--- src/rtl/instr_sequencer.sv ---
// Fetch/decode/sequence stage: fetches 8-bit instructions over a req/ack port,
// drives operands from a 4x8 register file to the ALU and writes results back.
module instr_sequencer #(
    parameter int ADDR_W   = 8,
    parameter int WAIT_MAX = 15
) (
    input  logic              clk,
    input  logic              rst_n,
    input  logic              start,
    input  logic              ld_en,
    input  logic [1:0]        ld_idx,
    input  logic [7:0]        ld_data,
    output logic              imem_req,
    output logic [ADDR_W-1:0] imem_addr,
    input  logic              imem_ack,
    input  logic [7:0]        imem_data,
    output logic [2:0]        opcode,
    output logic [7:0]        opa,
    output logic [7:0]        opb,
    output logic              alu_start,
    input  logic [7:0]        alu_result,
    input  logic              alu_done,
    output logic              cmp_flag,
    output logic [ADDR_W-1:0] pc,
    output logic              busy,
    output logic              halted,
    output logic              err,
    input  logic [1:0]        dbg_idx,
    output logic [7:0]        dbg_data
);

    typedef enum logic [2:0] {
        IDLE, FETCH, DECODE, EXEC, WAIT, WB, HALT, ERR
    } state_t;

    localparam logic [7:0] WAIT_LIM = 8'(WAIT_MAX);

    state_t     state, state_nx;
    logic [7:0] regs [4];
    logic [7:0] instr;
    logic [7:0] result;
    logic [7:0] wait_cnt;

    always_ff @(posedge clk) begin
        if (!rst_n) state <= IDLE;
        else        state <= state_nx;
    end

    always_comb begin
        state_nx  = state;
        imem_req  = 1'b0;
        alu_start = 1'b0;
        busy      = 1'b0;
        halted    = 1'b0;
        err       = 1'b0;
        unique case (state)
            IDLE: begin
                if (start) state_nx = FETCH;
            end
            HALT: begin
                halted = 1'b1;
                if (start) state_nx = FETCH;
            end
            FETCH: begin
                busy     = 1'b1;
                imem_req = 1'b1;
                if (imem_ack) state_nx = DECODE;
            end
            DECODE: begin
                busy     = 1'b1;
                state_nx = EXEC;
            end
            EXEC: begin
                busy      = 1'b1;
                alu_start = 1'b1;
                state_nx  = WAIT;
            end
            WAIT: begin
                busy = 1'b1;
                // Completion wins over the timeout when both land on the same cycle
                if (alu_done)                          state_nx = WB;
                else if (wait_cnt + 8'd1 == WAIT_LIM)  state_nx = ERR;
            end
            WB: begin
                busy     = 1'b1;
                state_nx = instr[0] ? HALT : FETCH;
            end
            ERR: begin
                err = 1'b1;
            end
            default: state_nx = IDLE;
        endcase
    end

    always_ff @(posedge clk) begin
        if (!rst_n) begin
            pc       <= '0;
            instr    <= '0;
            opcode   <= '0;
            opa      <= '0;
            opb      <= '0;
            result   <= '0;
            cmp_flag <= 1'b0;
            wait_cnt <= '0;
            regs     <= '{default: '0};
        end else begin
            unique case (state)
                IDLE, HALT: begin
                    if (ld_en) regs[ld_idx] <= ld_data;
                    if (start) pc <= '0;
                end
                FETCH: begin
                    if (imem_ack) instr <= imem_data;
                end
                DECODE: begin
                    opcode <= instr[7:5];
                    opa    <= regs[instr[4:3]];
                    opb    <= regs[instr[2:1]];
                end
                EXEC: begin
                    wait_cnt <= '0;
                end
                WAIT: begin
                    if (alu_done) result   <= alu_result;
                    else          wait_cnt <= wait_cnt + 8'd1;
                end
                WB: begin
                    if (opcode == 3'b111) cmp_flag          <= result[0];
                    else                  regs[instr[4:3]] <= result;
                    pc <= pc + ADDR_W'(1);
                end
                default: ;
            endcase
        end
    end

    always_comb begin
        imem_addr = pc;
        dbg_data  = regs[dbg_idx];
    end

endmodule

--- config.mk ---
export PLATFORM = sky130hd
export DESIGN_NAME = instr_sequencer
export DESIGN_NICKNAME = d
export VERILOG_FILES = /design/src/rtl/instr_sequencer.sv
export SDC_FILE = /design/constraint.sdc
export NUM_CORES = 1
export LEC_CHECK = 0
export CAP_MARGIN = 10
export CORE_MARGIN = 1.5
export CORE_UTILIZATION = 58
export CTS_CLUSTER_DIAMETER = 200
export DETAILED_ROUTE_END_ITERATION = 10
export MAX_ROUTING_LAYER = met4
export PLACE_DENSITY = 0.95
export REMOVE_ABC_BUFFERS = 1
export SETUP_SLACK_MARGIN = 0.4
export SLEW_MARGIN = 20
export SYNTH_ARGS = -nofsm -noshare
export SYNTH_HDL_FRONTEND = slang
export SYNTH_SLANG_ARGS = --single-unit
export TNS_END_PERCENT = 10
--- constraint.sdc ---
create_clock -name clk -period 4.63 [get_ports clk]
set_input_delay 1.389 -clock clk [delete_from_list [all_inputs] [get_ports clk]]
set_output_delay 1.389 -clock clk [all_outputs]
set_load 0.01 [all_outputs]
==> impl_metrics.env <==
export IMPL_cts_buffers=9
export IMPL_ys_top_cells_by_count="dfxtp_1 (87), nand2_1 (74), clkbuf_1 (24), mux4_2 (24), a21boi_0 (23)"
export IMPL_status="completed"
export IMPL_fin_skew_ns=0.00891
export IMPL_route_detailed_drc=0
export IMPL_synth_most_common_cell="dfxtp_1"
export IMPL_grt_pass1_vias=4094
export IMPL_maxCapViolCount=0
export IMPL_grt_max_degree=54
export IMPL_fin_crit_sh_pct=91.7
export IMPL_path_cells="clkdlybuf4s50_1 -> buf_6 -> buf_12 -> mux4_2 -> clkdlybuf4s15_1"
export IMPL_yosysTopAreaCellShare_pct=36.3
export IMPL_async_flop_share_pct=0
export IMPL_drive_gt1_share_pct=9.67
export IMPL_wl_mm=12.3
export IMPL_floorplan_die_width_um=93.9
export IMPL_dpl_hpwl_mm=8.46
export IMPL_required_ns=3.24
export IMPL_p_per_area_nw_per_um2=279
export IMPL_cts_hold_buf=0
export IMPL_fp_dieH_um=93.9
export IMPL_detailedPlace_worstSlack_ns=0.130
export IMPL_area_growth_pct=20.2
export IMPL_worstSetupStartpointType="input port"
export IMPL_grt_pass1_wl_mm=20.0
export IMPL_firstDrtPassIters=6
export IMPL_grt_overflow_total=0
export IMPL_critPathCaptureType="output port"
export IMPL_grt_antenna_before_repair=0
export IMPL_antenna_cells=0
export IMPL_insertion_delay_ns=0.36
export IMPL_leakage_nw=2.21
export IMPL_tightest_slew_ns=1.17
export IMPL_cp_max_fo=5
export IMPL_post_dp_cell_area_sq_um=5540
export IMPL_fin_ws_ns=0.384
export IMPL_cts_root_buf="clkbuf_8"
export IMPL_num_nets_final=601
export IMPL_min_path_type="flip-flop to flip-flop"
export IMPL_layout_min_cycle_time_ns=4.25
export IMPL_synth_edf_count=0
export IMPL_clk_pin_slew_ns=0.09
export IMPL_ir_drop_mv=0.138
export IMPL_holdWs_ns=0.464
export IMPL_ant_nets=0
export IMPL_gp_congestion=0.882
export IMPL_drv_slew=0
export IMPL_crit_path_max_incr_delay_ns=0.49
export IMPL_crit_type="input port to output port"
export IMPL_relSlewSlack_pct=21.6
export IMPL_finalSetupViolCount=0
export IMPL_synth_cells=511
export IMPL_ys_types=47
export IMPL_yosys_area_top_type="dfxtp_1"
export IMPL_via_per_inst=6.41
export IMPL_track_usage_pct=29.9
export IMPL_worstPathArrival_ns=2.86
export IMPL_fp_row_count=32
export IMPL_routedWlPerCell_um=18.3
export IMPL_synth_area_leaders="dfxtp_1 (36%), mux4_2 (11%), nand2_1 (5.8%), a221o_1 (3.8%), a21boi_0 (3.6%)"
export IMPL_seq_area_frac_synth_pct=36.3
export IMPL_cts_buffer_depth=2
export IMPL_power_mw=1.61
export IMPL_rsz0062_at_grt="true"
export IMPL_hold_viol=0
export IMPL_coreArea_sq_um=7850
export IMPL_fin_setup_tns_ns=0
export IMPL_numPortBuffers=82
export IMPL_synthFlopType="dfxtp_1"
export IMPL_clkSinkCount=87
export IMPL_syn_area_sq_um=4800
export IMPL_final_cell_area_sq_um=5770
export IMPL_ys_warn_count=0
export IMPL_max_freq_mhz=236
export IMPL_ios=83
export IMPL_cts_tree="yes"
export IMPL_die_area_sq_um=8820
export IMPL_drt_iter0_drc=474
export IMPL_initial_utilization_pct=61.1
export IMPL_ys_ff_latch=87
export IMPL_synth_avg_cell_area_sq_um=9.39
export IMPL_ctsHtreeMaxLevel=3
export IMPL_vias=4304
export IMPL_crit_path_top_delay_cell="mux4_2"
## timing repair
| item | 4_1_cts | 5_1_grt |
|---|---|---|
| resized for setup | 18 | 1 |
| setup endpoints to repair | 8 | 7 |
| buffers inserted | 3 | 0 |
## state kept, by name (all words and copies together) (netlist names)
register	count
opb	8
opcode	3
opa	8
cmp_flag	1
state	3
regs	32
instr	8
wait_cnt	8
result	8
imem_addr	8
## final timing paths
| check | from | to | slack [ns] | cells past startpoint |
|---|---|---|---|---|
| worst min register to register | opa[7] | opa[7] | 0.46 | 2 |
| worst max-delay path | dbg_idx[0] | dbg_data[0] | 0.38 | 5 |
| worst min-delay path | opa[7] | opa[7] | 0.46 | 2 |
| worst max register to register | state[2] | regs[27] | 1.74 | 5 |
## logic make-up after synthesis
kind of cell | share of synthesized area, %
multiplexers | 14.8
XOR/XNOR | 1.64
flip-flops | 36.3
buffers and inverters | 5.50
AO/OA/AOI/OAI | 20.0
adder cells (fa/ha/maj) | 0.783
AND/OR/NAND/NOR | 21.0
## power breakdown
part	total (mW)	switching (mW)	internal, mW
Sequential	0.825	0.0500	0.775
Clock	0.531	0.280	0.251
Combinational	0.253	0.117	0.136
Total	1.61	0.448	1.16
## per-stage QoR
stage / instances / util [%]
detailed placement: 652 / 70.6
floorplan: 463 / -
global placement: 652 / 70.6
global route: 671 / 73.5
CTS: 671 / 73.5
finish: 671 / 73.5
## layer usage
| metal | part of all wire [%] | vias up | track usage [%] |
|---|---|---|---|
| met3 | 7.9 | 39 | 4.61 |
| met1 | 41 | 2059 | 38.4 |
| met2 | 49 | 225 | 46.6 |
| met4 | 2.5 | 0 | 14.1 |
| met5 | 0 | - | - |
| li1 | - | 1981 | - |
## cell usage in the layout, fill, tap and decap left out, types with 3 or more instances in the layout
master,instances
nor2_1,20
ha_1,3
inv_1,5
a211oi_1,7
xnor2_1,5
a21oi_1,11
a221o_1,18
a22oi_1,16
mux4_2,24
mux2i_1,17
nor3_1,5
clkdlybuf4s15_1,4
nand2b_1,11
clkinvlp_4,4
o211a_1,16
a21boi_0,23
nor2b_1,20
nor3b_1,3
clkbuf_8,9
and3_1,22
buf_4,6
or2b_1,8
nand3b_1,5
xor2_1,4
dfxtp_1,87
nand2_1,74
and2_1,5
or3_1,8
clkdlybuf4s50_1,73
o21ai_0,19
nand3_1,6
buf_2,3
## worst max-delay path, delay by kind of cell
family | cells | cell delay (ns)
buffers and inverters | 4 | 0.98
muxes | 1 | 0.49
## cell type report
| cell class | instances | area [sq um] |
|---|---|---|
| well taps | 102 | 128 |
| fillers | 586 | 2080 |
| clock buffers | 10 | 128 |
| clock inverters | 6 | 68.8 |
| inverters | 5 | 18.8 |
| multi-input cells | 371 | 2800 |
| repair buffers | 90 | 880 |
| flip-flops and latches | 87 | 1740 |
Power figures use the tool's default switching activity.
